**config.mk**
```make
export PLATFORM = sky130hd
export DESIGN_NAME = gf180mcu_fd_sc_mcu9t5v0__buf_pipe_flat
export DESIGN_NICKNAME = d
export VERILOG_FILES = /design/src/rtl/gf180mcu_fd_sc_mcu9t5v0__buf_pipe_if.sv /design/src/rtl/gf180mcu_fd_sc_mcu9t5v0__buf_pipe.sv /design/src/flat_wrapper.sv
export SDC_FILE = /design/constraint.sdc
export NUM_CORES = 1
export LEC_CHECK = 0
export ABC_AREA = 0
export CORE_AREA = 2 2 64 66
export DETAILED_ROUTE_END_ITERATION = 7
export DIE_AREA = 0 0 66 68
export PLACE_DENSITY = 0.66
export SLEW_MARGIN = 20
export SYNTH_ARGS = -nofsm -noshare
export SYNTH_HDL_FRONTEND = slang
export SYNTH_SLANG_ARGS = --single-unit
```
**constraint.sdc**
```tcl
create_clock -name CLK -period 2.9 [get_ports CLK]
set_input_delay 0.29 -clock CLK [delete_from_list [all_inputs] [get_ports CLK]]
set_output_delay 0.29 -clock CLK [all_outputs]
set_load 0.03 [all_outputs]
```
**src/rtl/gf180mcu_fd_sc_mcu9t5v0__buf_pipe_if.sv**
```systemverilog
// Valid/ready bus for the elastic buffer.
// Producer side: I, I_VALID in; I_READY back.
// Consumer side: Z, Z_VALID out; Z_READY back.
// COUNT reports the buffer occupancy (0..DEPTH).
// Modports:
//   slave  - the buffer itself
//   master - the environment (producer and consumer) driving the buffer
interface gf180mcu_fd_sc_mcu9t5v0__buf_pipe_if #(
  parameter int WIDTH = 8,
  parameter int DEPTH = 4
);
  logic [WIDTH-1:0]             I;
  logic                         I_VALID;
  logic                         I_READY;
  logic [WIDTH-1:0]             Z;
  logic                         Z_VALID;
  logic                         Z_READY;
  logic [$clog2(DEPTH+1)-1:0]   COUNT;

  modport slave (
    input  I, I_VALID, Z_READY,
    output I_READY, Z, Z_VALID, COUNT
  );

  modport master (
    output I, I_VALID, Z_READY,
    input  I_READY, Z, Z_VALID, COUNT
  );
endinterface

```
**src/rtl/gf180mcu_fd_sc_mcu9t5v0__buf_pipe.sv**
```systemverilog
// Elastic multi-bit buffer: a DEPTH-entry FIFO with valid/ready flow control.
// Used to retime and decouple long or heavily loaded nets on one clock domain.
// Ports:
//   CLK  - clock, all state updates on the rising edge
//   RST  - synchronous active-high reset
//   bus  - slave side of the buffer bus (I/I_VALID/I_READY, Z/Z_VALID/Z_READY,
//          COUNT occupancy)
// Z is read straight out of the storage registers; there is no bypass, so
// data pushed at one edge is visible on Z after that edge.
module gf180mcu_fd_sc_mcu9t5v0__buf_pipe #(
  parameter int WIDTH = 8,
  parameter int DEPTH = 4
) (
  input  logic CLK,
  input  logic RST,
  gf180mcu_fd_sc_mcu9t5v0__buf_pipe_if.slave bus
);

  localparam int PTR_W = $clog2(DEPTH);
  localparam int CNT_W = $clog2(DEPTH + 1);

  logic [WIDTH-1:0] mem [DEPTH];
  logic [PTR_W-1:0] rd_ptr;
  logic [PTR_W-1:0] wr_ptr;
  logic [CNT_W-1:0] count;

  logic full;
  logic empty;
  logic push;
  logic pop;

  // Flow control is a function of occupancy only, so I_READY never depends
  // on Z_READY: a full buffer refuses a push even while it is being popped.
  assign full  = (count == CNT_W'(DEPTH));
  assign empty = (count == '0);
  assign push  = bus.I_VALID && !full;
  assign pop   = bus.Z_READY && !empty;

  always_ff @(posedge CLK) begin
    if (RST) begin
      rd_ptr <= '0;
      wr_ptr <= '0;
      count  <= '0;
    end else begin
      if (push) wr_ptr <= wr_ptr + PTR_W'(1);
      if (pop)  rd_ptr <= rd_ptr + PTR_W'(1);
      case ({push, pop})
        2'b10:   count <= count + CNT_W'(1);
        2'b01:   count <= count - CNT_W'(1);
        default: count <= count;
      endcase
    end
  end

  // Only entry 0 is cleared: after reset the read pointer sits on it, which
  // keeps Z free of X while the buffer is empty. Other entries are only ever
  // written by an accepted push, so X on I with I_VALID low never gets in.
  always_ff @(posedge CLK) begin
    if (RST) begin
      mem[0] <= '0;
    end else if (push) begin
      mem[wr_ptr] <= bus.I;
    end
  end

  assign bus.Z       = mem[rd_ptr];
  assign bus.Z_VALID = !empty;
  assign bus.I_READY = !full;
  assign bus.COUNT   = count;

endmodule

```
**src/flat_wrapper.sv**
```systemverilog
// flat-port wrapper written by rule: the top's interface ports become plain ports
module gf180mcu_fd_sc_mcu9t5v0__buf_pipe_flat 
#(
  parameter int WIDTH = 8,
  parameter int DEPTH = 4
)
  (CLK, RST, bus_I, bus_I_VALID, bus_Z_READY, bus_I_READY, bus_Z, bus_Z_VALID, bus_COUNT);
  gf180mcu_fd_sc_mcu9t5v0__buf_pipe_if #(.WIDTH(WIDTH), .DEPTH(DEPTH)) bus_i ();
  input  logic CLK;
  input  logic RST;
  input wire logic [$bits(bus_i.I)-1:0] bus_I;
  input wire logic [$bits(bus_i.I_VALID)-1:0] bus_I_VALID;
  input wire logic [$bits(bus_i.Z_READY)-1:0] bus_Z_READY;
  output wire logic [$bits(bus_i.I_READY)-1:0] bus_I_READY;
  output wire logic [$bits(bus_i.Z)-1:0] bus_Z;
  output wire logic [$bits(bus_i.Z_VALID)-1:0] bus_Z_VALID;
  output wire logic [$bits(bus_i.COUNT)-1:0] bus_COUNT;
  assign bus_i.I = bus_I;
  assign bus_i.I_VALID = bus_I_VALID;
  assign bus_i.Z_READY = bus_Z_READY;
  assign bus_I_READY = bus_i.I_READY;
  assign bus_Z = bus_i.Z;
  assign bus_Z_VALID = bus_i.Z_VALID;
  assign bus_COUNT = bus_i.COUNT;
  gf180mcu_fd_sc_mcu9t5v0__buf_pipe #(.WIDTH(WIDTH), .DEPTH(DEPTH)) u_core (.CLK(CLK), .RST(RST), .bus(bus_i));
endmodule
```
==> results of run 1 <==
==> worst paths after layout <==
kind / endpoint / slack [ns] / depth (start not counted)
worst max-delay path: bus_Z[3] / 0.48 / 2
worst min register to register: u_core.rd_ptr[1]$_SDFFE_PP0P_ / 0.53 / 2
worst max register to register: u_core.bus.COUNT[2]$_SDFFE_PP0P_ / 0.60 / 9
worst min-delay path: u_core.rd_ptr[1]$_SDFFE_PP0P_ / 0.53 / 2
==> sequential cells by signal, summed over array words and instances, names as in the netlist, named ones only <==
signal,cells
u_core.bus.COUNT,3
u_core.rd_ptr,2
u_core.mem,32
u_core.wr_ptr,2
==> report_power, final <==
part           total, W  leakage [nW]  internal, W  switching (W)
combinational  0.000625         0.280     0.000307       0.000318
clock          0.000338        0.0430     0.000162       0.000177
sequential     0.000790         0.382     0.000705      0.0000847
total           0.00175         0.704      0.00117       0.000579
==> cells by family (layout without fill, tap and decap cells) <==
kind of cell,Yosys count,after routing
AOI/OAI and AO/OA,10,10
muxes,8,8
xor gates and xnor gates,4,4
adders and majority gates,2,2
DFF,41,41
and+or+nand+nor,25,25
buffers and inverters,9,41
==> cell type report <==
type	instances	area, um2	area share, %
flip-flops and latches	41	1140	56.1
multi-input cells	49	465	22.9
repair buffers	27	263	12.9
clock buffers	5	68.8	3.38
well taps	50	62.6	3.07
inverters	6	22.5	1.11
clock inverters	3	12.5	0.615
==> worst register-to-register path, delay by kind of cell (launching register included) <==
family | cells | cell delay [ns]
xor gates and xnor gates | 1 | 0.16
DFF | 1 | 0.43
AOI/OAI and AO/OA | 1 | 0.14
adders and majority gates | 2 | 0.57
buffers and inverters | 2 | 0.13
and+or+nand+nor | 3 | 0.82
==> stage by stage <==
step | hold WS, ns | utilization (%) | power, W | instances | setup slack, ns
global placement | 0.519 | 50.7 | 0.00143 | 173 | 0.663
CTS | 0.536 | 52.8 | 0.00178 | 181 | 0.417
detailed placement | 0.520 | 50.7 | 0.00144 | 173 | 0.603
floorplan | 0.469 | - | 0.00121 | 99 | 0.499
finish | 0.531 | 52.8 | 0.00175 | 181 | 0.484
global route | 0.594 | 52.8 | 0.00185 | 181 | 0.319
==> routing by layer <==
metal  routed length (um)  share of wire [%]  track usage (%)
met4                   79                2.9             8.42
met5                    0                  0                0
met1                 1150                 42             17.4
met2                 1370                 50             24.1
met3                  158                5.7             4.61
==> placed cells by master, fill, tap and decap left out, types with 3 or more instances in the layout <==
cell	count
a21oi_1	3
and2_1	8
buf_4	3
clkbuf_8	5
clkdlybuf4s50_1	24
dfxtp_1	9
edfxtp_1	32
inv_1	5
mux4_2	8
nor2_1	6
xor2_1	3
==> key figures, run 1 <==
Run status
  – Outcome: completed

Synthesis
  – Largest family of logic cells by synthesized area: multiplexers
  – Mapped Area: 0.00164 mm2
  – Ys async rst share: 0%
  – Number of flops mapped to enable cells by yosys: 32
  – Cell count after synthesis: 99
  – Largest cells by area after synthesis: edfxtp_1 (59%), dfxtp_1 (11%), mux4_2 (11%)
  – Synth warnings: 0
  – Synth top area share: 58.5%
  – Seq/Total Area, Yosys: 69.5%
  – Top FF cell, synth: edfxtp_1
  – Synth Area in Simple Gates: 9.22%
  – Most common cell in the netlist: edfxtp_1
  – Syn_area_per_cell: 16.6 um2
  – Post-synthesis mux area share: 11.0%
  – Syn_nets: 113
  – Yosys cell types: 30
  – #FFs+latches synth: 41
  – Adder-Cell Fraction of Synth Area: 1.98%
  – XOR/XNOR Fraction of Synth Area: 2.13%
  – Synth Area in Compound Gates: 4.04%
  – Synth area leader: edfxtp_1
  – Synth top cells by count: edfxtp_1 (32), dfxtp_1 (9), and2_1 (8), mux4_2 (8), nor2_1 (6)

Critical path
  – Max FO, Critical Path: 8
  – Delay-heaviest family, CP: flip-flops
  – Crit. End Element: primary output
  – Setup Crit Path Kind: reg -> out
  – Critical path arrival: 2.13 ns
  – Crit-path cells: mux4_2, clkdlybuf4s50_1
  – Crit path buf inv count: 1
  – Slowest CP cell: dfxtp_1
  – WP data required: 2.61 ns
  – Reg2reg start: u_core.bus.COUNT[2]$_SDFFE_PP0P_
  – Critical Path Max Stage Delay: 0.65 ns
  – Startpoint types: register

Timing
  – Final setup viols: 0
  – Worst slew pin tran: 0.529 ns
  – Final Cycle Share: 83.3%
  – Fmax: 0.414 GHz
  – Unrepaired setup endpoints after global routing: false
  – Final hold vios: 0
  – Max_slew headroom: 64.7%
  – Min Tclk post-route: 2.42 ns
  – Slew Limit Fails: 0
  – Clock Skews: 0.00409 ns
  – Setup TNS: 0 ns

CTS
  – # clock sinks: 41
  – Maximum root-to-sink buffer count: 2
  – Clock-pin slew on the worst setup and hold paths: 0.07 ns
  – Post-CTS Hold Fix Bufs: 0
  – CTS tree: yes
  – H-tree depth: 2
  – Post-CTS Setup Inserts: 0
  – Post-CTS Resized: 0
  – CTS buffer count: 5
  – Clk_lat worst skew: 0.29 ns
  – Root Driver: clkbuf_8

Floorplanning
  – Die Y: 68 um
  – Initial Util: 42.6%
  – Die area: 0.00449 mm2
  – Core area: 0.00386 mm2
  – Row cnt: 23
  – Io pins: 25
  – DIE WIDTH: 66 um

Routing
  – Antenna Nets Post-Route: 0
  – Vias post-DR: 905
  – Routed vias/inst: 5.00
  – Iter 0 DRT Violations: 11
  – Routed length per instance: 15.2 um
  – # DRC: 0
  – Drt pass-1 iters: 4
  – Routed wire length: 2.76 mm

Placement
  – Routability cong.: 0.685
  – Port Buf Inserts: 24
  – Placed instance area: 0.00195 mm2
  – Dpl hpwl: 1.97 mm

GRT
  – Vias in the first global route: 938
  – Global-route wire length before repair: 4.62 mm
  – GRT Overall Usage: 14.7%
  – Initial antenna violation count: 0
  – GRT Residual Overflow: 0
  – Largest net degree at the start of global routing: 13

Cells and area
  – Post-Layout Inst Area: 0.00204 mm2
  – Fill cells: 332
  – Nets@finish: 144
  – Antenna cell count: 0
  – P&R area growth vs syn: 24.0%
  – Layout cells sized above 1: 17.6%

Worst hold path
  – Min-delay src: u_core.rd_ptr[1]$_SDFFE_PP0P_
  – Min-delay worst type: reg -> reg

Pwr
  – Peak VDD IR: 0.000546 V
  – Pwr Density: 861 mW/mm2
  – P_leak: 0.704 nW

Job
  – Max-Cap Viols: 0
Note: power is estimated with default switching activity, not from simulation.
==> run 2: changes to the inputs <==
PLACE_DENSITY = 0.69   (was 0.66)
clock period = 2.2 ns   (was 2.9 ns; I/O delays follow)
==> run 2 against run 1 <==
  * First-iteration DRC count rose to 2.5 times the previous value
  * Power up 34%
  * Final cell count up 1.7%
  * Global-route usage up 0.46 points
  * Via count up 2.2%
  * Combinational power up 41%
  * Critical path type is now reg -> reg
==> key figures, run 2 (same netlist as run 1, synthesis figures left out) <==
Cells and area
  – Nets@finish: 147
  – Final Util: 54.2%
  – Most frequent cells in the layout: edfxtp_1 (32), clkdlybuf4s50_1 (16), mux4_2 (8), and2_1 (8), dlymetal6s2s_1 (8)
  – Max FFs per register: 32
  – Antenna cell count: 0
  – P&R area growth vs syn: 27.4%
  – Post-Layout Inst Area: 0.00209 mm2
  – Most flops, register: u_core.mem
  – Layout cells sized above 1: 21.6%
  – Commonest non-fill, non-tap cell in the layout: edfxtp_1

CTS
  – Maximum root-to-sink buffer count: 2
  – Clock-pin slew on the worst setup and hold paths: 0.07 ns
  – Clk_lat worst skew: 0.29 ns
  – CTS tree: yes
  – Root Driver: clkbuf_8
  – Post-CTS Hold Fix Bufs: 0
  – # clock sinks: 41
  – CTS buffer count: 5
  – H-tree depth: 2

Timing
  – Min Tclk post-route: 2.10 ns
  – Final hold vios: 0
  – Final Cycle Share: 95.5%
  – Worst slew pin tran: 0.421 ns
  – Slew Limit Fails: 0
  – Final setup viols: 0
  – Max_slew headroom: 71.9%
  – Fmax: 0.476 GHz
  – Setup TNS: 0 ns
  – Unrepaired setup endpoints after global routing: false
  – Clock Skews: 0.00447 ns

Pwr
  – P_leak: 0.819 nW
  – Peak VDD IR: 0.000757 V
  – Pwr Density: 1130 mW/mm2
  – Total power: 0.00235 W

Routing
  – Routed length per instance: 15.2 um
  – Iter 0 DRT Violations: 28
  – Routed vias/inst: 5.03
  – # DRC: 0
  – Routed wire length: 2.79 mm
  – Vias post-DR: 925
  – Drt pass-1 iters: 4
  – Antenna Nets Post-Route: 0

GRT
  – Grt peak-use layer: met2
  – Largest net degree at the start of global routing: 13
  – Grt met3 use: 4.77%
  – Grt met2 use: 27.0%
  – Initial antenna violation count: 0
  – GRT Overall Usage: 15.2%
  – GRT Residual Overflow: 0
  – Global-route wire length before repair: 4.77 mm
  – Vias in the first global route: 1,004
  – Met1 usage in global routing: 17.1%

Critical path
  – Reg2reg start: u_core.bus.COUNT[2]$_SDFFE_PP0P_
  – Startpoint types: register
  – Max FO, Critical Path: 7
  – Crit. End Element: register
  – Critical path arrival: 2.31 ns
  – Setup Crit Path Kind: reg -> reg
  – FF-to-FF End: u_core.bus.COUNT[2]$_SDFFE_PP0P_
  – Reg2reg setup slack: 0.1 ns
  – WP data required: 2.40 ns
  – Worst reg-to-reg path cell count: 9

Floorplanning
  – Row cnt: 23
  – DIE WIDTH: 66 um
  – Core area: 0.00386 mm2
  – Die Y: 68 um
  – Die area: 0.00449 mm2
  – Io pins: 25
  – Initial Util: 42.6%

Worst hold path
  – Min-delay src: u_core.rd_ptr[1]$_SDFFE_PP0P_
  – Hold Path Cell Cnt: 2
  – Worst Hold Path EP: u_core.rd_ptr[1]$_SDFFE_PP0P_
  – Min-delay worst type: reg -> reg

Placement
  – Port Buf Inserts: 24
  – Dpl hpwl: 1.96 mm
  – Routability cong.: 0.749
  – Placed instance area: 0.00198 mm2

Run status
  – Outcome: completed

Job
  – Max-Cap Viols: 0
run 2: changes by cell type in the layout (fill, tap and decap cells not counted), moves of 2 or more:
cell / change
buf_4: +3
clkbuf_1: +2
clkdlybuf4s50_1: -8
clkinv_1: -2
dfxtp_1: -3
dfxtp_2: +2
dlymetal6s2s_1: +8
run 2: per-stage QoR:
stage	std cells	worst slack (ns)	hold slack [ns]
after global routing	184	0.00383	0.573
final	184	0.0998	0.542
after detailed placement	175	0.0145	0.523
after global placement	175	0.0958	0.502
after floorplan	99	0.0468	0.399
after CTS	184	0.0154	0.544
run 2: how the worst max path moves through the flow:
stage	start	endpoint	slack, ns	depth (start not counted)
final	u_core.bus.COUNT[2]$_SDFFE_PP0P_	u_core.bus.COUNT[2]$_SDFFE_PP0P_	0.1	9
after global routing	u_core.bus.COUNT[2]$_SDFFE_PP0P_	u_core.bus.COUNT[2]$_SDFFE_PP0P_	0.004	9
after CTS	register	bus_Z[7]	0.02	3
after detailed placement	bus_Z_READY	u_core.bus.COUNT[2]$_SDFFE_PP0P_	0.01	8
after global placement	bus_Z_READY	u_core.bus.COUNT[2]$_SDFFE_PP0P_	0.1	8
after floorplan	u_core.bus.COUNT[2]$_SDFFE_PP0P_	u_core.bus.COUNT[2]$_SDFFE_PP0P_	0.05	9
run 2: final cells by class:
cell class	instances	area, um2
inverter	6	22.5
multi-input combinational	49	472
clock inverter	1	5.00
timing repair buffer	30	305
sequential	41	1150
tap	50	62.6
clock buffer	7	76.3
fill	335	1770
run 2: what timing repair did:
| action | CTS | global route |
|---|---|---|
| setup buffers | 1 | 0 |
| pin swaps | 0 | 0 |
| setup endpoints to repair | 1 | 8 |
| resized for setup | 0 | 8 |
run 2: layer usage:
layer	share of wire [%]	vias to the layer above
li1	-	436
met1	39	458
met2	52	26
met3	6.6	5
met4	1.7	0
met5	0	-
run 2: power by group:
| part | internal (W) | switching, W |
|---|---|---|
| combinational | 0.000419 | 0.000464 |
| sequential | 0.000936 | 0.0000821 |
| clock | 0.000222 | 0.000231 |
run 2: worst max-delay path: stages, from the launching register on:
cell	delay, ns
dfxtp_4	0.38
nor3b_4	0.21
inv_2	0.06
nand2_2	0.11
ha_1	0.19
inv_1	0.06
fa_1	0.38
xor2_1	0.16
or3_1	0.30
a21oi_1	0.17
